[config.mk]
export PLATFORM = sky130hd
export DESIGN_NAME = procyon_ifq
export DESIGN_NICKNAME = d
export VERILOG_FILES = /design/src/rtl/procyon_ifq.sv
export SDC_FILE = /design/constraint.sdc
export NUM_CORES = 1
export LEC_CHECK = 0
export CORE_AREA = 2 2 237 239
export CTS_CLUSTER_SIZE = 24
export DETAILED_ROUTE_END_ITERATION = 8
export DIE_AREA = 0 0 239 241
export PLACE_DENSITY = 0.63
export SKIP_CTS_REPAIR_TIMING = 1
export SLEW_MARGIN = 20
export SYNTH_ARGS = -nofsm -noshare
export SYNTH_HDL_FRONTEND = slang
export SYNTH_SLANG_ARGS = --single-unit
[constraint.sdc]
create_clock -name clk -period 11.2 [get_ports clk]
set_input_delay 2.24 -clock clk [delete_from_list [all_inputs] [get_ports clk]]
set_output_delay 2.24 -clock clk [all_outputs]
set_load 0.02 [all_outputs]
[src/rtl/procyon_ifq.sv]
`timescale 1ns/1ps
`default_nettype none
// ============================================================================
//  Module   : procyon_ifq
//  Purpose  : Instruction fetch miss queue. Collects line-aligned miss
//             addresses in a small circular FIFO (merging duplicates),
//             issues one memory line read at a time in allocation order and
//             presents each returned line as a single-cycle fill strobe.
//  Ports    :
//    clk               clock
//    rst               synchronous active-high reset
//    i_alloc_en        fetch miss request
//    i_alloc_addr      miss PC (low line-offset bits ignored)
//    o_ifq_full        queue holds OPTN_IFQ_DEPTH entries
//    o_mem_req_en      line read request (REQ state)
//    o_mem_req_addr    line-aligned request address (head entry)
//    i_mem_req_ack     request accepted by memory
//    i_mem_rsp_valid   line data returned
//    i_mem_rsp_data    returned line data
//    o_fill_en         icache/fetch fill strobe (FILL state)
//    o_fill_addr       line-aligned fill address
//    o_fill_data       fill line
//  Revision : 1.0 - initial release
// ============================================================================
module procyon_ifq #(
    parameter int OPTN_ADDR_WIDTH   = 32,
    parameter int OPTN_IC_LINE_SIZE = 32,
    parameter int OPTN_IFQ_DEPTH    = 4,
    parameter int IC_LINE_WIDTH     = OPTN_IC_LINE_SIZE * 8
) (
    input  logic                       clk,
    input  logic                       rst,

    input  logic                       i_alloc_en,
    input  logic [OPTN_ADDR_WIDTH-1:0] i_alloc_addr,
    output logic                       o_ifq_full,

    output logic                       o_mem_req_en,
    output logic [OPTN_ADDR_WIDTH-1:0] o_mem_req_addr,
    input  logic                       i_mem_req_ack,
    input  logic                       i_mem_rsp_valid,
    input  logic [IC_LINE_WIDTH-1:0]   i_mem_rsp_data,

    output logic                       o_fill_en,
    output logic [OPTN_ADDR_WIDTH-1:0] o_fill_addr,
    output logic [IC_LINE_WIDTH-1:0]   o_fill_data
);

    localparam int c_PTR_W = $clog2(OPTN_IFQ_DEPTH);
    localparam int c_CNT_W = c_PTR_W + 1;

    localparam logic [OPTN_ADDR_WIDTH-1:0] c_OFFS_MASK = OPTN_ADDR_WIDTH'(OPTN_IC_LINE_SIZE - 1);
    localparam logic [c_CNT_W-1:0]         c_CNT_FULL  = c_CNT_W'(OPTN_IFQ_DEPTH);

    localparam logic [1:0] c_ST_IDLE = 2'd0;
    localparam logic [1:0] c_ST_REQ  = 2'd1;
    localparam logic [1:0] c_ST_WAIT = 2'd2;
    localparam logic [1:0] c_ST_FILL = 2'd3;

    // Queue storage
    logic [OPTN_ADDR_WIDTH-1:0] r_entry_addr [OPTN_IFQ_DEPTH];
    logic [OPTN_IFQ_DEPTH-1:0]  r_entry_valid;
    logic [c_PTR_W-1:0]         r_head;
    logic [c_PTR_W-1:0]         r_tail;
    logic [c_CNT_W-1:0]         r_count;

    // Controller
    logic [1:0]                 r_state;
    logic [1:0]                 w_state_next;
    logic [OPTN_ADDR_WIDTH-1:0] r_fill_addr;
    logic [IC_LINE_WIDTH-1:0]   r_fill_data;

    logic [OPTN_ADDR_WIDTH-1:0] w_line_addr;
    logic                       w_full;
    logic                       w_in_fill;
    logic                       w_merge;
    logic                       w_push;
    logic                       w_pop;

    assign w_line_addr = i_alloc_addr & ~c_OFFS_MASK;
    assign w_full      = (r_count == c_CNT_FULL);
    assign w_in_fill   = (r_state == c_ST_FILL);

    // A miss to a line already queued is absorbed. The head entry being
    // filled right now is about to leave, so a fresh miss to it must be
    // queued again rather than merged.
    always_comb begin
        w_merge = 1'b0;
        for (int i = 0; i < OPTN_IFQ_DEPTH; i++) begin
            if (r_entry_valid[i] && (r_entry_addr[i] == w_line_addr) &&
                !(w_in_fill && (r_head == c_PTR_W'(i)))) begin
                w_merge = 1'b1;
            end
        end
    end

    // Full is judged on the registered count, so a pop in the same cycle
    // does not open a slot for this cycle's alloc.
    assign w_push = i_alloc_en && !w_full && !w_merge;
    assign w_pop  = w_in_fill;

    always_ff @(posedge clk) begin
        if (w_push) begin
            r_entry_addr[r_tail] <= w_line_addr;
        end
    end

    // With count below depth and nonzero, head and tail never coincide, so
    // the set and clear below never target the same entry.
    always_ff @(posedge clk) begin
        if (rst) begin
            r_entry_valid <= '0;
        end else begin
            if (w_push) begin
                r_entry_valid[r_tail] <= 1'b1;
            end
            if (w_pop) begin
                r_entry_valid[r_head] <= 1'b0;
            end
        end
    end

    always_ff @(posedge clk) begin
        if (rst) begin
            r_head  <= '0;
            r_tail  <= '0;
            r_count <= '0;
        end else begin
            if (w_push) begin
                r_tail <= r_tail + c_PTR_W'(1);
            end
            if (w_pop) begin
                r_head <= r_head + c_PTR_W'(1);
            end
            case ({w_push, w_pop})
                2'b10:   r_count <= r_count + c_CNT_W'(1);
                2'b01:   r_count <= r_count - c_CNT_W'(1);
                default: r_count <= r_count;
            endcase
        end
    end

    always_comb begin
        w_state_next = r_state;
        case (r_state)
            c_ST_IDLE: if (r_count != '0)     w_state_next = c_ST_REQ;
            c_ST_REQ:  if (i_mem_req_ack)     w_state_next = c_ST_WAIT;
            c_ST_WAIT: if (i_mem_rsp_valid)   w_state_next = c_ST_FILL;
            c_ST_FILL:                        w_state_next = c_ST_IDLE;
            default:                          w_state_next = c_ST_IDLE;
        endcase
    end

    always_ff @(posedge clk) begin
        if (rst) begin
            r_state <= c_ST_IDLE;
        end else begin
            r_state <= w_state_next;
        end
    end

    // The head is stable from REQ through FILL, so it names the returned line.
    always_ff @(posedge clk) begin
        if ((r_state == c_ST_WAIT) && i_mem_rsp_valid) begin
            r_fill_addr <= r_entry_addr[r_head];
            r_fill_data <= i_mem_rsp_data;
        end
    end

    assign o_ifq_full     = w_full;
    assign o_mem_req_en   = (r_state == c_ST_REQ);
    assign o_mem_req_addr = r_entry_addr[r_head];
    assign o_fill_en      = w_in_fill;
    assign o_fill_addr    = r_fill_addr;
    assign o_fill_data    = r_fill_data;

endmodule
`default_nettype wire

### Word-level counts from Yosys, hierarchy flattened

Memories as Yosys holds them, arrays and structs flattened. A register that Yosys moved wholly into a read port is not among the register bits.
Index checks and enable logic that the tools add are counted.
W data, S select, Z words.

| operators by class | value |
|---|---|
| $add $sub $neg | 4 |
| magnitude comparators | 4 |
| eq/ne operators | 16 |
| mux-type cells | 20 |
| bitwise gates (word level) | 3 |
| reductions and logical operators | 28 |

Operators with widths:

| operator | count |
|---|---|
| $eq A32 B32 Y1 | 4 |
| $logic_and A1 B1 Y1 | 17 |
| $mux W4 | 3 |
| $eq A2 B2 Y1 const B | 5 |
| $mux W2 | 5 |
| $mux W1 | 8 |
| $pmux W2 S4 | 1 |
| $eq A2 B1 Y1 const B | 3 |
| $logic_not A1 Y1 | 6 |
| $lt A2 B3 Y1 const B | 2 |
| $pmux W3 S2 | 1 |
| $add A2 B1 Y2 const B | 2 |
| $and A4 B4 Y4 | 1 |
| $demux W1 S2 | 2 |
| $ge A2 B1 Y1 const B | 2 |
| $logic_not A2 Y1 | 2 |
| $ne A2 B2 Y1 const B | 2 |
| $not A4 Y4 | 1 |
| $or A4 B4 Y4 | 1 |
| $add A3 B1 Y3 const B | 1 |
| $eq A3 B3 Y1 const B | 1 |
| $reduce_and A3 Y1 | 1 |
| $reduce_bool A3 Y1 | 1 |
| $sub A3 B1 Y3 const B | 1 |
| 2 further kinds | 2 |

| word-level totals | value |
|---|---|
| register bits after elaboration | 301 |
| memory bits (writable) | 108 |
| input port bits | 293 |
| output and inout bits | 323 |
| word-level logic and storage cells | 83 |
| memories | 1 |

Memories:

| name | depth | width | rd ports | clocked after Yosys merged registers in | wr ports | line | text |
|---|---|---|---|---|---|---|---|
| r_entry_addr | 4 | 27 | 5 | 1 | 1 | 61 | `logic [OPTN_ADDR_WIDTH-1:0] r_entry_addr [OPTN_IFQ_DEPTH];` |

### Longest topological paths before layout

| logic depth | value |
|---|---|
| depth in word-level cells | 14 |
| gate-level depth with buffers | 12 |
| depth with buffers taken out | 12 |

### Worst setup path before layout

Ideal clock, no wire load.

| timing | value |
|---|---|
| kind | input -> register |
| start | in i_mem_rsp_valid |
| end | reg r_fill_addr[10] (netlist: o_fill_addr[10]), read port of r_entry_addr (enable) |
| library setup time | 679 ps |
| data arrival time | 8586 ps |
| required time | 10521 ps |
| setup slack | 1935 ps |
| cell stages on the path | 1 |
| path buffers | 0 |
| cell sequence | and2_1 |

| on the way | value |
|---|---|
| cells in the longest elaborated chain, start to end | 1 |

Ends and longest elaborated chain:

| element | line | text |
|---|---|---|
| from (decl) | 41 | `input logic i_mem_rsp_valid,` |
| $logic_and A1 B1 Y1 | 164 | `if ((r_state == c_ST_WAIT) && i_mem_rsp_valid) begin` |
| to (decl) | 70 | `logic [OPTN_ADDR_WIDTH-1:0] r_fill_addr;` |

Every way passes these cells.
A chain may end at the register's enable or synchronous reset.

==> impl_metrics.yaml <==
layout:
  area_delta_synth_final_pct: 57.2
  area.sequential_sq_mm: 0.0120
  final_common_cell: "clkdlybuf4s50_1"
  nFillCells: 4913
  final_net_count: 1631
  final_cell_mix: "clkdlybuf4s50_1, edfxtp_1, xnor2_1"
  drive_gt1_frac: 0.0816
  multiInputGateArea_sq_mm: 0.00237
timing:
  finalSetupTns_ps: 0
  maxSlewViolCount: 0
  fin_crit_ps: 4930
  max_freq_mhz: 203
  setup_ws_ps: 6270
  setup_viol: 0
  fin_worst_skew_ps: 12.2
  rsz0062_at_grt: "no"
  report.final.hold_viol_count: 0
  tightest_slew_ps: 1040
  finalCritPeriodShare: 0.440
  relSlewSlack: 0.309
placed_design:
  port_buffers: 600
  gp_congestion: 0.833
  place_ws_ps: 5700
  dp_hpwl_um: 48100
logic_synthesis:
  yosysTopAreaCellShare: 0.806
  synthCells: 687
  yosys-top-cells-area: "edfxtp_1, xnor2_1, mux4_2"
  ys_seq_area_frac: 0.827
  syn_area_per_cell_sq_um: 21.2
  synth_cell_types: 40
  ys_ff_latch: 406
  yosysWarnings: 0
  syn-cell-area_sq_mm: 0.0146
  synth_top_cell_by_area: "edfxtp_1"
power:
  p_total_mw: 4.13
  power_density_mw_per_mm2: 180
  irDropWorstVdd_v: 0.000125
  leakage_nw: 7.49
worst_setup_path:
  critPathKind: "flip-flop to output pin"
  worstRegToRegCells: 8
  cp.required_ps: 8960
  timing.rr.end: "r_count[1]$_SDFFE_PP0P_"
  worst-path-max-fanout: 27
  rrSetupSlack_ps: 8250
  rr_startpoint: "r_entry_addr[2][2]$_DFFE_PP_"
  startpoint_type: "flip-flop"
  crit_arrival_ps: 2690
  worstSetupEndpointType: "output pin"
outcome:
  status: "finished clean"
grt:
  grt_overflow: 0
  grt_pass1_vias: 9330
  grt_pass1_wl_um: 78400
  grt.total_usage: 0.204
  grt_max_degree: 77
  antenna_found_initial: 25
detailed_routing:
  drt-total-wl_um: 61600
  viasPerCell: 4.41
  firstDrtPassIters: 4
  drc: 0
  vias: 9124
  detail-route-antenna-nets: 0
  wire_per_inst_um: 29.7
  drtIter0Drc: 719
floorplan:
  start_util: 0.265
  rows: 86
  die_h_um: 241
  core-area_sq_mm: 0.0549
  die_x_um: 239
  ios: 616
  fp.dieArea_sq_mm: 0.0576
worst_hold_path:
  hold_path_depth: 1
  hold_path_end: "r_entry_valid[0]$_SDFF_PP0_"
  worstHoldStart: "r_entry_valid[0]$_SDFF_PP0_"
  holdCritPathClass: "flip-flop to flip-flop"
clock_network:
  numClockSinks: 406
  cts_made_buffers: 48
  insertion_delay_ps: 570
  cts_buffer_depth: 3
  htreeDepth: 2
  clock-root-buffer: "clkbuf_16"
  cts_tree: "done"
  clkTransAtPathRegs_ps: 60
run:
  cap_viol_max_count: 0
[registers in the layout (all words and copies together), names as in the netlist, named ones only]
register,count
r_entry_addr,108
r_count,3
o_fill_addr,27
r_state,2
r_head,2
o_fill_data,256
r_entry_valid,4
r_tail,2
[kinds of logic (layout without fill, tap and decap cells)]
family          after synthesis  count (layout)  synth area share
compound gates               21              21           0.00988
fa+ha+maj                    14              14            0.0125
xor+xnor                    110             110            0.0662
other cells                   1              16          0.000258
simple gates                 68              68            0.0276
flops                       406             406             0.827
mux                          30              30            0.0438
buf+inv                      37             701            0.0127
[area by class of cell]
class | instances | area share
flip-flops and latches | 406 | 0.526
repair buffers | 605 | 0.265
multi-input cells | 253 | 0.104
clock buffers | 55 | 0.0545
well taps | 704 | 0.0385
clock inverters | 31 | 0.0103
inverters | 10 | 0.00164
diodes | 6 | 0.000656
[critical path, stage by stage (launching register included)]
cell,delay [ps]
dfxtp_2,310
buf_4,480
mux4_2,700
clkdlybuf4s50_1,600
[how the worst max path moves through the flow]
| stage | end | slack (ps) | cells past startpoint |
|---|---|---|---|
| after floorplan | o_fill_addr[10]$_DFFE_PP_ | 1940 | 1 |
| after global placement | r_count[2]$_SDFFE_PP0P_ | 5730 | 11 |
| after detailed placement | r_count[1]$_SDFFE_PP0P_ | 5700 | 9 |
| after CTS | o_mem_req_addr[7] | 6170 | 3 |
| after global routing | r_count[2]$_SDFFE_PP0P_ | 6050 | 11 |
| final | o_mem_req_addr[7] | 6270 | 3 |
[report_power, final]
| part | leakage (nW) | internal [mW] | switching [mW] |
|---|---|---|---|
| clock | 0.723 | 0.867 | 0.623 |
| sequential | 3.67 | 1.84 | 0.0467 |
| combinational | 3.10 | 0.328 | 0.426 |
[synth_stat cells]
library cell and count:
nand4_1 20, mux2i_1 3, o21a_1 4, buf_2 1, a2111oi_2 1, fa_1 1, mux4_2 27, nor3b_1 1
nand2b_1 2, nand2_1 6, a222oi_1 1, nand3_1 5, buf_6 1, a22oi_1 1, and3_2 1, xnor2_1 89
and2_4 4, edfxtp_1 391, a21oi_2 1, a21oi_1 6, nor3_1 2, dfxtp_1 15, nor4_1 11, and4_4 1
o21bai_1 1, o21ai_0 3, a31oi_1 2, buf_4 10, buf_1 3, clkbuf_1 12, nor2b_1 1, conb_1 1
nor2_1 10, xor2_1 21, ha_1 13, or3b_1 1, and2_1 2, or4_4 1, inv_1 10, a211oi_1 1
[routing by layer]
layer / track usage / routed length (um) / vias to the layer above
li1: - / - / 3945
met1: 0.227 / 22100 / 4652
met2: 0.329 / 29200 / 415
met3: 0.111 / 7950 / 88
met4: 0.0739 / 2120 / 24
met5: 0 / 143 / -
[per-stage QoR]
step / utilization / cell area, sq um / instances / hold slack (ps)
finish: 0.417 / 22900 / 2070 / 471
global route: 0.417 / 22900 / 2065 / 494
CTS: 0.416 / 22900 / 2063 / 475
detailed placement: 0.389 / 21400 / 1977 / 461
global placement: 0.389 / 21400 / 1977 / 445
floorplan: - / 14600 / 696 / 440
(Power assumes the default switching activity.)
==> RTL change, RTL diff (same flow settings) <==
Change the parameter `OPTN_IC_LINE_SIZE` from 32 to 16.
--- a/src/rtl/procyon_ifq.sv
+++ b/src/rtl/procyon_ifq.sv
@@ -25,5 +25,5 @@
 module procyon_ifq #(
     parameter int OPTN_ADDR_WIDTH   = 32,
-    parameter int OPTN_IC_LINE_SIZE = 32,
+    parameter int OPTN_IC_LINE_SIZE = 16,
     parameter int OPTN_IFQ_DEPTH    = 4,
     parameter int IC_LINE_WIDTH     = OPTN_IC_LINE_SIZE * 8
Ports: changed (resized i_mem_rsp_data and o_fill_data); port bits go from 616 to 360. The function was not compared with the original's and may differ.
==> RTL change against the unedited design <==
Core utilization fell by 12 points; die area did not move; sequential cell count fell by 123; routed wire length fell by 44%; largest cell class unchanged; setup slack got worse by 0.37 ns; cell count fell by 19%; design area fell by 28%; fmax fell by 7.0%; critical path type is now input port to flop; total power fell by 31%; synthesized area fell by 24%.
==> RTL change: results (changes against the unedited design) <==
- Outcome: completed
- Vias in the first global route: 6,732 (-28%)
- Total CTS buffers: 35 (-27%)
- Max rail drop VDD: 0.07791 mV (-38%)
- Post-synthesis sequential area ratio: 0.7556 (-0.07141)
- Async SR Flop Fraction: 0 (unchanged)
- CTS Buffer Depth: 3 (unchanged)
- Total Wirelength: 34,690 um (-44%)
- CP peak stage delay: 0.69 ns
- Via count: 6,678 (-27%)
- PortBufs: 347 (-42%)
- Initial DRC Count: 377 (-48%)
- # diodes: 0 (-6)
- Metal-1 WL: 12,940 um (-41%)
- Root Driver: clkbuf_16
- Htree depth: 2 (unchanged)
- Initial antenna violation count: 9 (-64%)
- Synth area leaders: edfxtp_1 73%, mux4_2 5.7%, xor2_1 4.8%, xnor2_1 4.0%, dfxtp_1 2.7%
- Top sig layer: met5
- Placer Congestion: 0.8105 (-2.6%)
- Post-DP HPWL: 25,330 um (-47%)
- Static Leak: 5.303 nW (-29%)
- Yosys warnings: 0 (unchanged)
- First-pass detailed-route iteration total: 4 (unchanged)
- Worst-margin pin slew: 0.9460 ns (-0.08981 ns)
- Met2 wire len: 17,460 um (-40%)
- Wire length on met3: 3378 um (-57%)
- Worst Hold Class: flop to flop
- Commonest cells post-synth: 268 x edfxtp_1, 60 x xor2_1, 50 x xnor2_1, 28 x mux4_2, 18 x nand4_1
- Gr usage total: 0.1147 (-0.08902)
- Post-synth EDFFs: 268 (-31%)
- CP max-delay cell: clkdlybuf4s50_1
- Max reg flops: 128 (-50%)
- Number of unique standard cell types used by synthesis: 46 (+15%)
- Clk slew on worst S/H paths: 0.06 ns (about the same)
- Crit Path Max Fanout: 11 (-59%)
- Worst path arrival time: 5.71 ns (+3.02 ns)
- Layout Skew: 0.01263 ns (+0.0003997 ns)
- Final net count: 1,135 (-30%)
- First-pass GRT wire length: 47,180 um (-40%)
- Worst-Skew Late Latency: 0.53 ns (-0.04 ns)
- Share of cells above drive strength 1: 0.09388 (+0.01226)
- Largest net degree at the start of global routing: 71 (-7.8%)
-- RTL change: cell count changes after synthesis, moves of 5 or more --
cell / unedited run / this run
clkbuf_1: 12 / 7
a41oi_1: 0 / 5
edfxtp_1: 391 / 268
xnor2_1: 89 / 50
xor2_1: 21 / 60
and2_1: 2 / 7
-- RTL change: worst max-delay path: cells and delay by family --
| kind | cells | cell delay, ns |
|---|---|---|
| simple gates | 8 | 2.15 |
| buf+inv | 1 | 0.69 |
| compound gates | 1 | 0.27 |
| xor+xnor | 1 | 0.19 |
| fa+ha+maj | 1 | 0.17 |
-- RTL change: path summary, 6_finish.rpt --
kind,start,to,slack [ns],cells past startpoint
min,r_tail[0]$_SDFFE_PP0P_,r_tail[0]$_SDFFE_PP0P_,0.52,2
max reg2reg,r_entry_addr[0][2]$_DFFE_PP_,r_count[2]$_SDFFE_PP0P_,7.89,11
max,i_alloc_addr[9],r_count[2]$_SDFFE_PP0P_,5.90,12
min reg2reg,r_tail[0]$_SDFFE_PP0P_,r_tail[0]$_SDFFE_PP0P_,0.52,2
-- RTL change: logic make-up (layout without fill, tap and decap cells) --
logic type                 Yosys count  count (layout)  synth area share
xor gates and xnor gates           110             110           0.08720
DFF                                283             283            0.7556
buffers and inverters               32             424           0.01518
and+or+nand+nor                     84              84           0.04530
adders and majority gates           14              14           0.01653
AOI/OAI and AO/OA                   27              27           0.02095
muxes                               30              30           0.05889
other                                1               8         0.0003394
-- RTL change: routing by layer --
metal  GRT usage  vias up
li1            -     3010
met1      0.1263     3301
met2      0.2018      292
met3     0.04564       59
met4     0.03712       16
met5           0        -
-- RTL change: metrics by stage --
step | util | setup slack (ns) | std cells | cell area, um^2 | hold slack, ns
after floorplan | - | 4.889 | 588 | 11070 | 0.4781
final | 0.2992 | 5.900 | 1684 | 16420 | 0.5177
after global placement | 0.2797 | 5.397 | 1623 | 15350 | 0.4914
after global routing | 0.2992 | 5.731 | 1684 | 16420 | 0.5383
after detailed placement | 0.2797 | 5.337 | 1623 | 15350 | 0.5104
after CTS | 0.2992 | 5.893 | 1684 | 16420 | 0.5190
-- RTL change: final cells by class --
class	instances	area [um^2]
Fill cell	5367	38460
Sequential cell	283	8351
Timing Repair Buffer	352	3511
Multi-Input combinational cell	273	2566
Clock buffer	46	959.7
Tap cell	704	880.8
Clock inverter	15	108.9
Inverter	11	41.29
-- RTL change: power by group --
group          internal [mW]  total, mW  leakage [nW]  switching [mW]
clock network          0.627       1.07         0.525           0.444
registers               1.27       1.30          2.56          0.0340
logic                  0.222      0.495          2.22           0.273
